===== config.mk =====
export PLATFORM = sky130hd
export DESIGN_NAME = async_single_port_ram
export DESIGN_NICKNAME = d
export VERILOG_FILES = /design/src/rtl/async_single_port_ram.sv
export SDC_FILE = /design/constraint.sdc
export NUM_CORES = 1
export LEC_CHECK = 0
export CAP_MARGIN = 30
export CORE_MARGIN = 1.5
export CORE_UTILIZATION = 29
export DETAILED_ROUTE_END_ITERATION = 12
export PLACE_DENSITY = 0.41
export SETUP_SLACK_MARGIN = 0.02
export SLEW_MARGIN = 10
export SYNTH_ARGS = -nofsm -noshare
export SYNTH_HDL_FRONTEND = slang
export SYNTH_SLANG_ARGS = --single-unit

===== constraint.sdc =====
create_clock -name clk -period 7.9 [get_ports clk]
set_clock_uncertainty 0.15 [all_clocks]
set_input_delay 1.58 -clock clk [delete_from_list [all_inputs] [get_ports clk]]
set_output_delay 1.58 -clock clk [all_outputs]
set_load 0.1 [all_outputs]

===== src/rtl/async_single_port_ram.sv =====
// Single-port RAM: clocked write, combinational read on a shared address.
// All words clear asynchronously while rst is low.
module async_single_port_ram #(
    parameter int WIDTH    = 8,
    parameter int DEPTH    = 64,
    parameter int ADDR_BUS = $clog2(DEPTH)
) (
    input  logic                clk,
    input  logic                rst,
    input  logic                we,
    input  logic [WIDTH-1:0]    din,
    input  logic [ADDR_BUS-1:0] addr,
    output logic [WIDTH-1:0]    dout
);

    logic [WIDTH-1:0] r_mem [DEPTH];
    logic             w_in_range;

    // Only a non-power-of-two depth leaves address codes without storage.
    generate
        if (DEPTH >= (2 ** ADDR_BUS)) begin : g_full
            assign w_in_range = 1'b1;
        end else begin : g_partial
            localparam logic [ADDR_BUS-1:0] LP_LAST = ADDR_BUS'(DEPTH - 1);
            assign w_in_range = (addr <= LP_LAST);
        end
    endgenerate

    always_ff @(posedge clk or negedge rst) begin
        if (!rst) begin
            for (int i = 0; i < DEPTH; i++) begin
                r_mem[i] <= '0;
            end
        end else if (we && w_in_range) begin
            r_mem[addr] <= din;
        end
    end

    assign dout = w_in_range ? r_mem[addr] : '0;

endmodule


-- Yosys cells after proc, flatten, opt, wreduce, memory -nomap -nowiden
Index checks and enable logic that the tools add are counted.
- bits in registers: 512
- output and inout bits: 8
- logic and storage cells: 74
- order comparisons: 2
- multiplexer cells: 6
- bitwise logic cells: 1
- reduce and logical (&&, ||, !) cells: 1
- operators by type and width (operator ; number):
    bitwise mux 512 bit ; 1
    binary-select mux 8 bit (select 6 bit) ; 1
    demux 8 bit (select 6 bit) ; 1
    two-way mux 8 bit ; 3
    >= comparator 7 bit, second input constant ; 1
    less-than comparator 7 x 1 -> 1 bit, second input constant ; 1
    inverter 6 -> 7 bit ; 1
    logical AND 1 bit ; 1

-- Depth between registers and ports, before layout
Gate-level depths: netlist of the first run.
- depth after elaboration: 6
- gate-level depth with buffers: 11
- mapped depth without buffers: 6

-- Worst setup path before layout of the first run
OpenSTA, ideal clock, no wires.
- path type: input -> output
- start point: in addr[1]
- end point: out dout[1]
- data arrival time: 3.747 ns
- required time: 6.170 ns
- path slack: 2.423 ns
- cell stages on the path: 10
- buffers on the path: 4
- cell sequence: buf_6 > buf_6 > buf_6 > buf_2 > mux2i_1 > o22ai_1 > a21oi_1 > a21oi_1 > a221oi_1 > nand4_1
- longest elaborated chain between the ends: 4
- ends and longest elaborated chain (element ; line ; source):
    from (decl) ; 12 ; input logic [ADDR_BUS-1:0] addr,
    inverter 6 -> 7 bit (implied by the code) ; 39 ; assign dout = w_in_range ? r_mem[addr] : '0;
    binary-select mux 8 bit (select 6 bit) ; 39 ;
    two-way mux 8 bit (implied by the code) (2 in a row) ; 39 ;
    to (decl) ; 13 ; output logic [WIDTH-1:0] dout
Every way passes these cells. The select of a mux whose other input is x is not followed.

-- Worst setup path after layout of the first run
- start point: in addr[4]
- end point: out dout[2]
Same word-level chain as after synthesis.

==> summary.txt, run 1 <==
Hold Path Class: reg2reg
CTS root buf: clkbuf_16
Ys flop type: dfrtp_1
DRC errors left: 0
Kind of critical path: in2out
WL final: 78,900 um
Synth Area in Simple Gates: 4.05%
Crit path arrival time: 5.32 ns
CP required: 6.17 ns
Synthesized area: 23,700 sq um
Max FFs per register: 512
Max Cap Violations: 0
Status: finished, final reports clean
Max Slew Vio Count: 0
Sequential area share after synthesis: 54.1%
Crit Path Max Fanout: 21
TritonRoute pass-1 iters: 7
Syn avg cell area: 13.5 sq um
Commonest cells after routing, fill and taps aside: mux2_2, dfrtp_1, a22oi_1
Area Growth Syn to Fin: 13.6%
Unrepaired setup endpoints after global routing: no
Global-route wire length before repair: 116,000 um
H-Tree Level Count: 2
Hold Path Stages: 1
IO Count: 25
Hold bufs inserted after CTS: 0
Die area: 83,400 sq um
Setup tns final: 0 ns
Post-DRT Antenna Nets: 0
Die width: 289 um
Top cells by area, synth: dfrtp_1, mux2_2, a22oi_1
R2r startpoint: r_mem[465]
Std cell rows: 104
Non-Filler Instances: 2,834
CTS tree: done
Maximum vdd drop: 0.177 mV
Number of synthesized flops with an enable pin: 0
Commonest non-fill, non-tap cell in the layout: mux2_2
Design Power: 0.00679 W
Tcrit/Tclk final: 89.2%
Final hold viol count: 0
DRC marker count from the first detailed-route iteration: 1,107
Vias in the first global route: 15,991
Synth Register Bits: 512
GPL Wtd Cong: 0.806
Leakage power: 11.9 nW
Hold_sp: r_mem[227]
Worst Setup End Kind: output pin
Slew Limit Headroom: 27.8%
Share of the synthesized area in the top cell type: 54.1%
Die height: 289 um
Post-synthesis mux area share: 28.1%
Number of cells after detailed placement: 2,728
Layout fillers: 7,979
Synth Area in XOR/XNOR: 0%
Gr ovfl total: 0
Metal2 WL: 36,200 um
FFs w/ async S/R, synth: 100%
CTS max path bufs: 3
Top flop regs: r_mem (512)
TritonCTS Sinks: 512
Cells on worst reg2reg path: 1
YS warnings: 0
# Post-CTS Setup Buffers: 0
Number of antenna violations at the first check in global routing: 1
Pin count of the biggest net entering global routing: 181
Worst hold slack: 0.348 ns
Mapped Nets: 1,768
Layout cells sized above 1: 43.3%
Routed wl met3: 2950 um
Worst Setup Start Kind: primary input
R2r setup slk: 6.93 ns
Post-layout min period: 7.05 ns
Least-Margin Pin Slew: 1.08 ns
WHS Endpoint: r_mem[227]
Core ar.: 80,700 sq um
Post-synth top area cell: dfrtp_1
Largest family of logic cells by synthesized area: multiplexers
Final net count: 1,751
Power per cell area: 252 nW/um^2
Via Count: 15,262
Starting density of the core: 29.4%
Most flop-heavy register: r_mem
Worst-skew pair later-pin latency: 0.63 ns
Clock transition at path regs: 0.06 ns
IO buf count: 24
Post-synth cell types: 59
TritonCTS buffer count: 60
Met1 wire length: 38,300 um
Top routing layer in use: met4
Synth Area in Adders: 0%
Post-CTS Resized: 0
Reg-to-Reg End: r_mem[465]
Cells after Synth: 1,751
Total Routing Usage GR: 19.0%
Vias per inst: 5.39
Final setup viols: 0
Final HPWL DP: 48,300 um
Post-synthesis compound-gate area fraction: 10.6%
Wire length per cell: 27.8 um
Peak Freq: 142 MHz
worst max path at each step:
| stage | from | end | slack, ns | cells past startpoint |
|---|---|---|---|---|
| final | addr[4] | dout[2] | 0.85 | 7 |
| after global routing | addr[4] | dout[2] | 0.66 | 7 |
| after CTS | addr[4] | dout[2] | 0.73 | 7 |
| after detailed placement | addr[4] | dout[2] | 0.74 | 7 |
| after global placement | addr[4] | dout[2] | 0.73 | 7 |
| after floorplan | addr[1] | dout[1] | 2.42 | 10 |
where the power goes:
part	switching [W]	total [W]	internal, W
logic	0.000470	0.000871	0.000401
clock network	0.00113	0.00277	0.00165
registers	0.000177	0.00315	0.00297
total	0.00177	0.00679	0.00502
through the flow:
step	instance area, sq um	util [%]	setup slack (ns)
3_5_place_dp	24900	30.9	0.744
6_report	26900	33.4	0.852
3_3_place_gp	24900	30.8	0.726
4_1_cts	26800	33.3	0.731
5_1_grt	26900	33.4	0.656
2_1_floorplan	23700	-	2.42
per-layer routing:
layer,up-vias,track usage (%)
li1,6556,-
met1,8335,27.5
met2,274,29.9
met3,97,2.76
met4,0,4.31
met5,-,0
cell families after synthesis:
family / Yosys count
multiplexers: 578
AO/OA/AOI/OAI: 349
AND/OR/NAND/NOR: 160
flip-flops: 512
buffers and inverters: 152
layout make-up:
type	instances	area [sq um]	area share [%]
Sequential cell	512	12800	47.6
Multi-Input combinational cell	1087	10200	37.8
Clock buffer	94	1810	6.73
Tap cell	1060	1330	4.93
Timing Repair Buffer	72	662	2.46
Clock inverter	7	121	0.451
Inverter	1	3.75	0.0139
Antenna cell	1	2.50	0.00930
worst max-delay path, cell delays in order:
cell and delay (ns):
clkdlybuf4s50_1 1.02, or3_1 0.77, o22ai_1 0.22, o21ai_0 0.65, nand4_1 0.33, or3_1 0.46
buf_4 0.26
synthesized netlist by cell type, drive strengths merged, types with 2 or more instances:
master   number
or4           5
or3           3
o211ai        2
a211oi       13
a21oi        56
nor3          7
o22ai        18
a221o         2
a22o         17
a31oi         4
nand2b        3
nor2         47
o21ai        44
and2          4
clkbuf       72
dfrtp       512
o311ai        3
buf          79
or2           3
a221oi       57
a21o          2
o221ai        9
mux2i        33
mux2        529
a2bb2oi       3
o32ai         4
nor2b         7
nor3b         5
nand3b        3
mux4         16
a32oi         2
nand2        52
or3b          2
a22oi       109
and3          3
nand3        12
nand4         3
No activity file was read; power rests on OpenSTA's default activity.
==> inputs of run 2 (changes only) <==
--- a/config.mk
+++ b/config.mk
@@ -10,7 +10,6 @@
 export CORE_UTILIZATION = 29
 export DETAILED_ROUTE_END_ITERATION = 12
 export PLACE_DENSITY = 0.41
-export SETUP_SLACK_MARGIN = 0.02
 export SLEW_MARGIN = 10
 export SYNTH_ARGS = -nofsm -noshare
 export SYNTH_HDL_FRONTEND = slang
==> results of run 2 <==
The final DEF is identical to that of run 1; final timing and power are the same.
==> inputs of run 3 (changes only) <==
--- a/config.mk
+++ b/config.mk
@@ -6,7 +6,6 @@
 export NUM_CORES = 1
 export LEC_CHECK = 0
 export CAP_MARGIN = 30
-export CORE_MARGIN = 1.5
 export CORE_UTILIZATION = 29
 export DETAILED_ROUTE_END_ITERATION = 12
 export PLACE_DENSITY = 0.41
==> run 3 against run 2 <==
  * The flow now finishes with violations (design-rule violations)
  * Via count barely moved
  * Count of clock-buffer cells in the layout did not move
  * Largest cell class unchanged
  * Largest power group unchanged
  * Final cell count fell by 0.11%
==> summary.txt, run 3 (synthesized netlist as in run 1, its figures left out) <==
Status: finished, violations left
Failing checks: design-rule violations
Setup ws final: 1.07 ns
IO buf count: 24
Pre-CTS WS: 1.19 ns
Max Slew Vio Count: 0
WL final: 77,300 um
Crit path buf inv count: 2
Pin count of the biggest net entering global routing: 131
Kind of critical path: in2out
Die width: 288 um
Commonest cells after routing, fill and taps aside: mux2_2, dfrtp_1, a22oi_1
Leakage power: 11.9 nW
Vias in the first global route: 15,586
Setup tns final: 0 ns
CTS max path bufs: 3
CP required: 6.17 ns
Vias per inst: 5.39
TritonCTS Sinks: 512
Commonest non-fill, non-tap cell in the layout: mux2_2
Most flop-heavy register: r_mem
Power per cell area: 251 nW/um^2
Hold bufs inserted after CTS: 0
N_diodes: 0
Maximum vdd drop: 0.159 mV
Post-layout min period: 6.83 ns
Total Routing Usage GR: 18.9%
Non-Filler Instances: 2,831
Post-Layout Inst Area: 26,900 sq um
Worst-skew pair later-pin latency: 0.62 ns
Tcrit/Tclk final: 86.4%
Top flop regs: r_mem (512)
Via Count: 15,260
Die height: 288 um
Final setup viols: 0
Worst Setup Start Kind: primary input
Global-route wire length before repair: 114,000 um
Post-CTS Resized: 0
CTS root buf: clkbuf_16
IO Count: 25
Crit Path Max Fanout: 22
CP delay by family, top: simple AND/OR/NAND/NOR gates
Final hold viol count: 0
GPL Wtd Cong: 0.833
Peak Freq: 146 MHz
Number of cells after detailed placement: 2,730
H-Tree Level Count: 2
Max FFs per register: 512
Wire length per cell: 27.3 um
Worst Setup End Kind: output pin
DRC errors left: 10
Std cell rows: 104
Slew Limit Headroom: 31.4%
Least-Margin Pin Slew: 1.03 ns
Cell Area, Placed: 25,000 sq um
TritonRoute pass-1 iters: 9
Max Cap Violations: 0
Final HPWL DP: 48,900 um
Starting density of the core: 29.4%
Core ar.: 80,700 sq um
Final net count: 1,749
Slowest stage delay, CP: 0.82 ns
Number of antenna violations at the first check in global routing: 1
# Post-CTS Setup Buffers: 0
DRC marker count from the first detailed-route iteration: 954
Die area: 82,900 sq um
Clock transition at path regs: 0.06 ns
Unrepaired setup endpoints after global routing: no
Gr ovfl total: 0
CP cell instances: clkdlybuf4s50_1, nor2_1, nand2_1, o22ai_1, o21ai_0, nand3_1, or4_1, buf_4
CTS tree: done
Layout cells sized above 1: 43.7%
Crit path arrival time: 5.10 ns
Hold Path Class: reg2reg
Post-DRT Antenna Nets: 0
Area Growth Syn to Fin: 13.7%
CP max stage cell: clkdlybuf4s50_1
TritonCTS buffer count: 60
run 3: report_power, final:
| group | switching [W] | internal (W) |
|---|---|---|
| Sequential | 0.000181 | 0.00297 |
| Combinational | 0.000473 | 0.000403 |
| Clock | 0.00110 | 0.00163 |
run 3: area by class of cell:
type | instances | area [sq um]
Clock inverter | 7 | 62.6
Multi-Input combinational cell | 1087 | 10200
Timing Repair Buffer | 70 | 681
Clock buffer | 94 | 1870
Inverter | 1 | 3.75
Fill cell | 7955 | 53700
Sequential cell | 512 | 12800
Tap cell | 1060 | 1330
run 3: final timing paths:
path	startpoint	endpoint	slack (ns)	cells past startpoint
worst max-delay path	addr[5]	dout[0]	1.07	8
worst min-delay path	r_mem[227]	r_mem[227]	0.34	1
worst max register to register	r_mem[510]	r_mem[510]	6.95	1
worst min register to register	r_mem[227]	r_mem[227]	0.34	1
max in group asynchronous	rst	r_mem[237]	5.42	2
min in group asynchronous	rst	r_mem[49]	0.86	1
run 3: metrics by stage:
step                hold slack, ns  total power [W]  utilization, %
finish                       0.337          0.00676            33.4
global placement             0.318          0.00405            30.9
global route                 0.361          0.00706            33.4
CTS                          0.340          0.00685            33.4
floorplan                    0.303          0.00375               -
detailed placement           0.328          0.00408            31.0
run 3: routing by layer:
layer / track usage, % / vias to the layer above / part of all wire [%]
li1: - / 6545 / -
met1: 27.2 / 8214 / 47
met2: 27.9 / 371 / 44
met3: 3.85 / 128 / 5.1
met4: 6.44 / 2 / 3.4
met5: 0 / - / 0.018
